File: src/rtl/br_commit_tracker_pkg.sv
// Sizing defaults for the in-order branch commit tracker.
// Modules and interfaces import this package for their parameter defaults.
package br_commit_tracker_pkg;

  localparam int unsigned SIM_BR_FETCH   = 2;
  localparam int unsigned SIM_BR_COMMIT  = 2;
  localparam int unsigned PRED_MAX_DEPTH = 8;

endpackage

File: src/rtl/br_commit_tracker_if.sv
// Fetch/execute-facing bus of the branch commit tracker.
// The master side drives allocate and resolve; the slave side returns tags, busy and commit feedback.
interface br_commit_tracker_if
  import br_commit_tracker_pkg::*;
#(
  parameter int unsigned SIMBRF   = SIM_BR_FETCH,
  parameter int unsigned SIMBRCOM = SIM_BR_COMMIT,
  parameter int unsigned DEPTH    = PRED_MAX_DEPTH,
  parameter int unsigned TAG      = $clog2(DEPTH)
);

  logic [SIMBRF-1:0]     br_;
  logic [SIMBRF-1:0]     pred_taken;
  logic [SIMBRF*TAG-1:0] br_tag;
  logic                  busy;
  logic                  res_;
  logic [TAG-1:0]        res_tag;
  logic                  res_taken;
  logic [SIMBRCOM-1:0]   br_commit_;
  logic [SIMBRCOM-1:0]   br_taken_;
  logic [SIMBRCOM-1:0]   br_pred_miss_;

  modport master (
    output br_, pred_taken, res_, res_tag, res_taken,
    input  br_tag, busy, br_commit_, br_taken_, br_pred_miss_
  );

  modport slave (
    input  br_, pred_taken, res_, res_tag, res_taken,
    output br_tag, busy, br_commit_, br_taken_, br_pred_miss_
  );

endinterface

File: src/rtl/br_commit_tracker_retire_sel.sv
// Retire selector: from the valid&resolved window starting at head, finds the
// contiguous retire count and the entry index feeding each commit lane.
module br_retire_sel
  import br_commit_tracker_pkg::*;
#(
  parameter int unsigned DEPTH    = PRED_MAX_DEPTH,
  parameter int unsigned SIMBRCOM = SIM_BR_COMMIT,
  parameter int unsigned TAG      = $clog2(DEPTH)
) (
  input  logic [TAG-1:0]          head,
  input  logic [SIMBRCOM-1:0]     vr_rot,
  output logic [TAG:0]            ret_n,
  output logic [SIMBRCOM*TAG-1:0] ret_idx
);

  localparam int unsigned CW = TAG + 1;

  logic run;

  // Counting stops at the first hole so lanes stay contiguous from lane 0.
  always_comb begin
    ret_n   = '0;
    ret_idx = '0;
    run     = 1'b1;
    for (int unsigned i = 0; i < SIMBRCOM; i++) begin
      run = run & vr_rot[i];
      if (run) ret_n = ret_n + CW'(1);
      ret_idx[i*TAG +: TAG] = head + TAG'(i);
    end
  end

endmodule

File: src/rtl/br_commit_tracker.sv
// In-order branch commit tracker: allocates predicted branches, collects
// out-of-order resolutions and retires them in program order to the predictor.
module br_commit_tracker
  import br_commit_tracker_pkg::*;
#(
  parameter int unsigned SIMBRF   = SIM_BR_FETCH,
  parameter int unsigned SIMBRCOM = SIM_BR_COMMIT,
  parameter int unsigned DEPTH    = PRED_MAX_DEPTH,
  parameter int unsigned TAG      = $clog2(DEPTH)
) (
  input  logic               clk,
  input  logic               reset,
  input  logic               flush_,
  br_commit_tracker_if.slave bus
);

  localparam int unsigned CW = TAG + 1;

  logic [DEPTH-1:0]        valid_q, valid_d, resolved_q, resolved_d;
  logic [DEPTH-1:0]        pred_q, pred_d, taken_q, taken_d;
  logic [TAG-1:0]          head_q, head_d, tail_q, tail_d;
  logic [CW-1:0]           count_q, count_d;
  logic [SIMBRCOM-1:0]     commit_q, commit_d, taken_out_q, taken_out_d, miss_q, miss_d;

  logic [SIMBRCOM-1:0]     vr_rot;
  logic [CW-1:0]           ret_n, alloc_n;
  logic [SIMBRCOM*TAG-1:0] ret_idx;
  logic [SIMBRF*TAG-1:0]   lane_tag;
  logic                    busy, alloc_ok;

  assign busy     = count_q > CW'(DEPTH - SIMBRF);
  assign alloc_ok = flush_ && !busy;

  always_comb begin
    vr_rot = '0;
    for (int unsigned k = 0; k < SIMBRCOM; k++) begin
      vr_rot[k] = valid_q[head_q + TAG'(k)] & resolved_q[head_q + TAG'(k)];
    end
  end

  // Active lanes are packed: each lane's tag is tail plus the active lanes below it.
  always_comb begin
    alloc_n  = '0;
    lane_tag = '0;
    for (int unsigned l = 0; l < SIMBRF; l++) begin
      lane_tag[l*TAG +: TAG] = tail_q + alloc_n[TAG-1:0];
      if (!bus.br_[l]) alloc_n = alloc_n + CW'(1);
    end
  end

  br_retire_sel #(
    .DEPTH    (DEPTH),
    .SIMBRCOM (SIMBRCOM),
    .TAG      (TAG)
  ) u_retire_sel (
    .head    (head_q),
    .vr_rot  (vr_rot),
    .ret_n   (ret_n),
    .ret_idx (ret_idx)
  );

  always_comb begin
    valid_d     = valid_q;
    resolved_d  = resolved_q;
    pred_d      = pred_q;
    taken_d     = taken_q;
    head_d      = head_q + ret_n[TAG-1:0];
    tail_d      = tail_q;
    count_d     = count_q - ret_n;
    commit_d    = '1;
    taken_out_d = '1;
    miss_d      = '1;

    for (int unsigned i = 0; i < SIMBRCOM; i++) begin
      if (CW'(i) < ret_n) begin
        valid_d[ret_idx[i*TAG +: TAG]] = 1'b0;
        commit_d[i]    = 1'b0;
        taken_out_d[i] = ~taken_q[ret_idx[i*TAG +: TAG]];
        miss_d[i]      = ~(taken_q[ret_idx[i*TAG +: TAG]] ^ pred_q[ret_idx[i*TAG +: TAG]]);
      end
    end

    if (!bus.res_ && valid_q[bus.res_tag] && !resolved_q[bus.res_tag]) begin
      resolved_d[bus.res_tag] = 1'b1;
      taken_d[bus.res_tag]    = bus.res_taken;
    end

    // Not busy guarantees SIMBRF free slots, so allocation never lands on a retiring entry.
    if (alloc_ok) begin
      for (int unsigned l = 0; l < SIMBRF; l++) begin
        if (!bus.br_[l]) begin
          valid_d[lane_tag[l*TAG +: TAG]]    = 1'b1;
          resolved_d[lane_tag[l*TAG +: TAG]] = 1'b0;
          pred_d[lane_tag[l*TAG +: TAG]]     = bus.pred_taken[l];
        end
      end
      tail_d  = tail_q + alloc_n[TAG-1:0];
      count_d = count_d + alloc_n;
    end

    if (!flush_) begin
      valid_d     = '0;
      resolved_d  = '0;
      head_d      = '0;
      tail_d      = '0;
      count_d     = '0;
      commit_d    = '1;
      taken_out_d = '1;
      miss_d      = '1;
    end
  end

  always_ff @(posedge clk or posedge reset) begin
    if (reset) begin
      valid_q     <= '0;
      resolved_q  <= '0;
      pred_q      <= '0;
      taken_q     <= '0;
      head_q      <= '0;
      tail_q      <= '0;
      count_q     <= '0;
      commit_q    <= '1;
      taken_out_q <= '1;
      miss_q      <= '1;
    end else begin
      valid_q     <= valid_d;
      resolved_q  <= resolved_d;
      pred_q      <= pred_d;
      taken_q     <= taken_d;
      head_q      <= head_d;
      tail_q      <= tail_d;
      count_q     <= count_d;
      commit_q    <= commit_d;
      taken_out_q <= taken_out_d;
      miss_q      <= miss_d;
    end
  end

  assign bus.br_tag        = lane_tag;
  assign bus.busy          = busy;
  assign bus.br_commit_    = commit_q;
  assign bus.br_taken_     = taken_out_q;
  assign bus.br_pred_miss_ = miss_q;

endmodule

File: src/flat_wrapper.sv
// flat-port wrapper written by rule: the top's interface ports become plain ports
module br_commit_tracker_flat import br_commit_tracker_pkg::*;
#(
  parameter int unsigned SIMBRF   = SIM_BR_FETCH,
  parameter int unsigned SIMBRCOM = SIM_BR_COMMIT,
  parameter int unsigned DEPTH    = PRED_MAX_DEPTH,
  parameter int unsigned TAG      = $clog2(DEPTH)
)
  (clk, reset, flush_, bus_br_, bus_pred_taken, bus_res_, bus_res_tag, bus_res_taken, bus_br_tag, bus_busy, bus_br_commit_, bus_br_taken_, bus_br_pred_miss_);
  br_commit_tracker_if #(.SIMBRF(SIMBRF), .SIMBRCOM(SIMBRCOM), .DEPTH(DEPTH), .TAG(TAG)) bus_i ();
  input  logic clk;
  input  logic reset;
  input  logic flush_;
  input wire logic [$bits(bus_i.br_)-1:0] bus_br_;
  input wire logic [$bits(bus_i.pred_taken)-1:0] bus_pred_taken;
  input wire logic [$bits(bus_i.res_)-1:0] bus_res_;
  input wire logic [$bits(bus_i.res_tag)-1:0] bus_res_tag;
  input wire logic [$bits(bus_i.res_taken)-1:0] bus_res_taken;
  output wire logic [$bits(bus_i.br_tag)-1:0] bus_br_tag;
  output wire logic [$bits(bus_i.busy)-1:0] bus_busy;
  output wire logic [$bits(bus_i.br_commit_)-1:0] bus_br_commit_;
  output wire logic [$bits(bus_i.br_taken_)-1:0] bus_br_taken_;
  output wire logic [$bits(bus_i.br_pred_miss_)-1:0] bus_br_pred_miss_;
  assign bus_i.br_ = bus_br_;
  assign bus_i.pred_taken = bus_pred_taken;
  assign bus_i.res_ = bus_res_;
  assign bus_i.res_tag = bus_res_tag;
  assign bus_i.res_taken = bus_res_taken;
  assign bus_br_tag = bus_i.br_tag;
  assign bus_busy = bus_i.busy;
  assign bus_br_commit_ = bus_i.br_commit_;
  assign bus_br_taken_ = bus_i.br_taken_;
  assign bus_br_pred_miss_ = bus_i.br_pred_miss_;
  br_commit_tracker #(.SIMBRF(SIMBRF), .SIMBRCOM(SIMBRCOM), .DEPTH(DEPTH), .TAG(TAG)) u_core (.clk(clk), .reset(reset), .flush_(flush_), .bus(bus_i));
endmodule
File: config.mk
export PLATFORM = sky130hd
export DESIGN_NAME = br_commit_tracker_flat
export DESIGN_NICKNAME = d
export VERILOG_FILES = /design/src/rtl/br_commit_tracker_pkg.sv /design/src/rtl/br_commit_tracker_if.sv /design/src/rtl/br_commit_tracker_retire_sel.sv /design/src/rtl/br_commit_tracker.sv /design/src/flat_wrapper.sv
export SDC_FILE = /design/constraint.sdc
export NUM_CORES = 1
export LEC_CHECK = 0
export BUFFER_PORTS_ARGS = -buffer_cell sky130_fd_sc_hd__buf_4
export CORE_ASPECT_RATIO = 0.7
export CORE_MARGIN = 5
export CORE_UTILIZATION = 60
export CTS_CLUSTER_SIZE = 28
export DETAILED_ROUTE_END_ITERATION = 10
export PLACE_DENSITY = 0.89
export SYNTH_ARGS = -nofsm -noshare
export SYNTH_HDL_FRONTEND = slang
export SYNTH_SLANG_ARGS = --single-unit
export TNS_END_PERCENT = 1
File: constraint.sdc
create_clock -name clk -period 4.8 [get_ports clk]
set_clock_uncertainty 0.15 [all_clocks]
set_input_delay 0.24 -clock clk [delete_from_list [all_inputs] [get_ports clk]]
set_output_delay 0.24 -clock clk [all_outputs]
set_load 0.1 [all_outputs]
==> impl_metrics.ini <==
[power]
leakagePower_nw = 1.615
powerDensity_nw_per_um2 = 447.5
peakVddDrop_mv = 0.6024
p_total_mw = 1.555

[run_status]
outcome = complete, but fails checks
violations = hold timing

[place]
io_buffers = 24
dp_cells = 402
gp_congestion = 0.9363
dp_hpwl_mm = 5.670

[timing]
fin_crit_ns = 3.899
tightest_slew_ns = 0.9641
slew_headroom_pct = 35.63
drv_slew = 0
post-route-period-util_pct = 81.22
finalHoldViolations = 1
rsz0062_at_grt = no
timing.hold.ws_ns = -0.0003491
fmax_ghz = 0.2565
setup_tns_ns = 0
setup_viol = 0

[global_route]
antenna_found_initial = 0
grt_use_total_pct = 23.82
grt_pass1_vias = 2484
grt.overflow.total = 0
grt_pass1_wl_mm = 12.54
grt_max_degree = 49

[layout]
final_common_cell = dfrtp_1
fillerInstances = 415
regArea_um2 = 1209
multi_input_area_um2 = 1788
drive_above_1_share_pct = 21.30
final_cell_mix = dfrtp_1, nand2_1, buf_4, nor2_1, nand3_1
layout.cells.non_filler = 410
nets = 363
n_antenna_cell = 0
area_growth_syn_to_layout_pct = 10.33

[die]
dieArea_um2 = 6821
coreArea_um2 = 5175
fp-row-count = 22
die_w_um = 96.59
dieHeight_um = 70.62
start_util_pct = 60.86
io_pins = 25

[job]
drv_cap = 0

[clock_tree]
cts_resized = 0
cts_tree = done
clock_latency_ns = 0.31
ctsHoldBuffers = 0
cts_made_buffers = 5
cts_setup_buffers = 0
root_buffer = clkbuf_8
htreeDepth = 2
clk_path_buf_depth = 2
clk_pin_slew_ns = 0.09
clock-sinks = 48

[routing]
vias = 2638
wire_per_inst_um = 18.44
viasPerCell = 6.434
routed_wl_mm = 7.560
drtPass1Iterations = 5
ant_nets = 0
drc_errors = 0
first_iter_violations = 288

[setup_path]
cp.arrival_ns = 3.96
path_max_fanout = 16
critical_path_class = flop to flop
critPathLaunchType = flop
end_kind = flop
worstPathRequired_ns = 4.86

[synthesis]
synth_edf_count = 0
synthesis.area_um2 = 3149
synth_top_area_share_pct = 33.37
synth_area_leaders = dfrtp_1, dfstp_2, mux4_2, ha_1, mux2i_1
syn_inst = 319
synth_area_per_cell_um2 = 9.872
ys.flop_type = dfrtp_1
synth-async-reset-ratio_pct = 100.0
ys_ff_latch = 48
ys_seq_area_share_pct = 38.38
synth_nets = 345
ys_warn_count = 0
yosysUniqueCellTypes = 58
synth_top_area_cell = dfrtp_1

[min_path]
hold_class = input port to async pin
Yosys cell counts (2+ instances only):
master / number
dfrtp_1: 42
nand2_1: 30
nor2_1: 21
nand3_1: 18
inv_1: 16
o21ai_0: 13
mux2i_1: 12
ha_1: 10
mux2_2: 10
a21oi_1: 9
a211oi_1: 7
nand2b_1: 7
o21ai_1: 7
and3_1: 6
clkbuf_1: 6
dfstp_2: 6
mux4_2: 6
nand4_1: 6
nor3_1: 6
buf_2: 5
inv_2: 5
o211a_1: 5
or3_1: 5
xor2_1: 5
a41o_1: 4
and2_1: 4
fa_1: 4
mux2_1: 4
and4_1: 3
nor2b_1: 3
and4b_1: 2
buf_4: 2
nor2_2: 2
nor4_1: 2
o221ai_1: 2
xnor2_1: 2
critical path, stage by stage, from the launching register on:
cell and delay [ns]:
dfrtp_1 0.68, ha_1 0.38, xor2_4 0.32, mux4_2 0.58
nor2b_1 0.18, ha_1 0.22, fa_1 0.45, inv_1 0.12
ha_1 0.25, a21o_1 0.16, nand3_1 0.09, xnor2_1 0.07
and2_1 0.15
metrics by stage:
stage | setup WS [ns] | area, µm² | utilization, %
global placement | 1.080 | 3353 | 64.80
floorplan | 1.445 | 3149 | -
CTS | 0.9145 | 3475 | 67.14
finish | 0.9014 | 3475 | 67.14
global route | 0.6909 | 3475 | 67.14
detailed placement | 0.9367 | 3353 | 64.80
registers in the layout, indices dropped and copies added, names as in the netlist:
register	cells
u_core.bus.br_commit_	2
u_core.resolved_q	8
u_core.valid_q	8
u_core.bus.br_taken_	2
u_core.bus.br_pred_miss_	2
u_core.head_q	3
u_core.tail_q	3
u_core.pred_q	8
u_core.taken_q	8
u_core.count_q	4
power breakdown:
part | switching (mW) | total, mW | internal, mW | leakage [nW]
Clock | 0.137 | 0.308 | 0.170 | 0.0614
Combinational | 0.427 | 0.644 | 0.217 | 0.927
Sequential | 0.108 | 0.603 | 0.495 | 0.627
Total | 0.672 | 1.55 | 0.883 | 1.61
path summary, 6_finish.rpt:
check | from | to | slack (ns) | cells after the start
max | u_core.head_q[1]$_DFF_PP0_ | u_core.count_q[3]$_DFF_PP0_ | 0.90 | 12
min | reset | u_core.resolved_q[4]$_DFF_PP0_ | -0.0003 | 2
max reg2reg | u_core.head_q[1]$_DFF_PP0_ | u_core.count_q[3]$_DFF_PP0_ | 0.90 | 12
min reg2reg | u_core.taken_q[6]$_DFFE_PP0P_ | u_core.taken_q[6]$_DFFE_PP0P_ | 0.38 | 1
max in group asynchronous | reset | u_core.resolved_q[0]$_DFF_PP0_ | 3.90 | 2
min in group clk | bus_res_taken | u_core.taken_q[0]$_DFFE_PP0P_ | 0.06 | 3
final cells by class:
class                      count  share of cell area, %
multi-input combinational    236                  51.46
timing repair buffer          25                  5.402
clock inverter                 2                  1.116
tap                           72                  2.593
sequential                    48                  34.79
clock buffer                   6                  2.377
inverter                      21                  2.269
routing by layer:
metal	GRT usage [%]	wire [µm]	up-vias
li1	-	-	1193
met1	36.41	3473	1309
met2	33.87	3347	121
met3	6.376	645	15
met4	5.599	94	0
met5	0	0	-
cell families (layout without fill, tap and decap cells):
logic type / Yosys count / count (layout) / synth area share (%)
compound gates: 58 / 58 / 12.67
xor+xnor: 9 / 9 / 3.338
simple gates: 122 / 122 / 20.42
mux: 33 / 33 / 13.83
flops: 48 / 48 / 38.38
fa+ha+maj: 14 / 14 / 6.516
buf+inv: 35 / 54 / 4.847
Note: power is estimated with default switching activity, not from simulation.
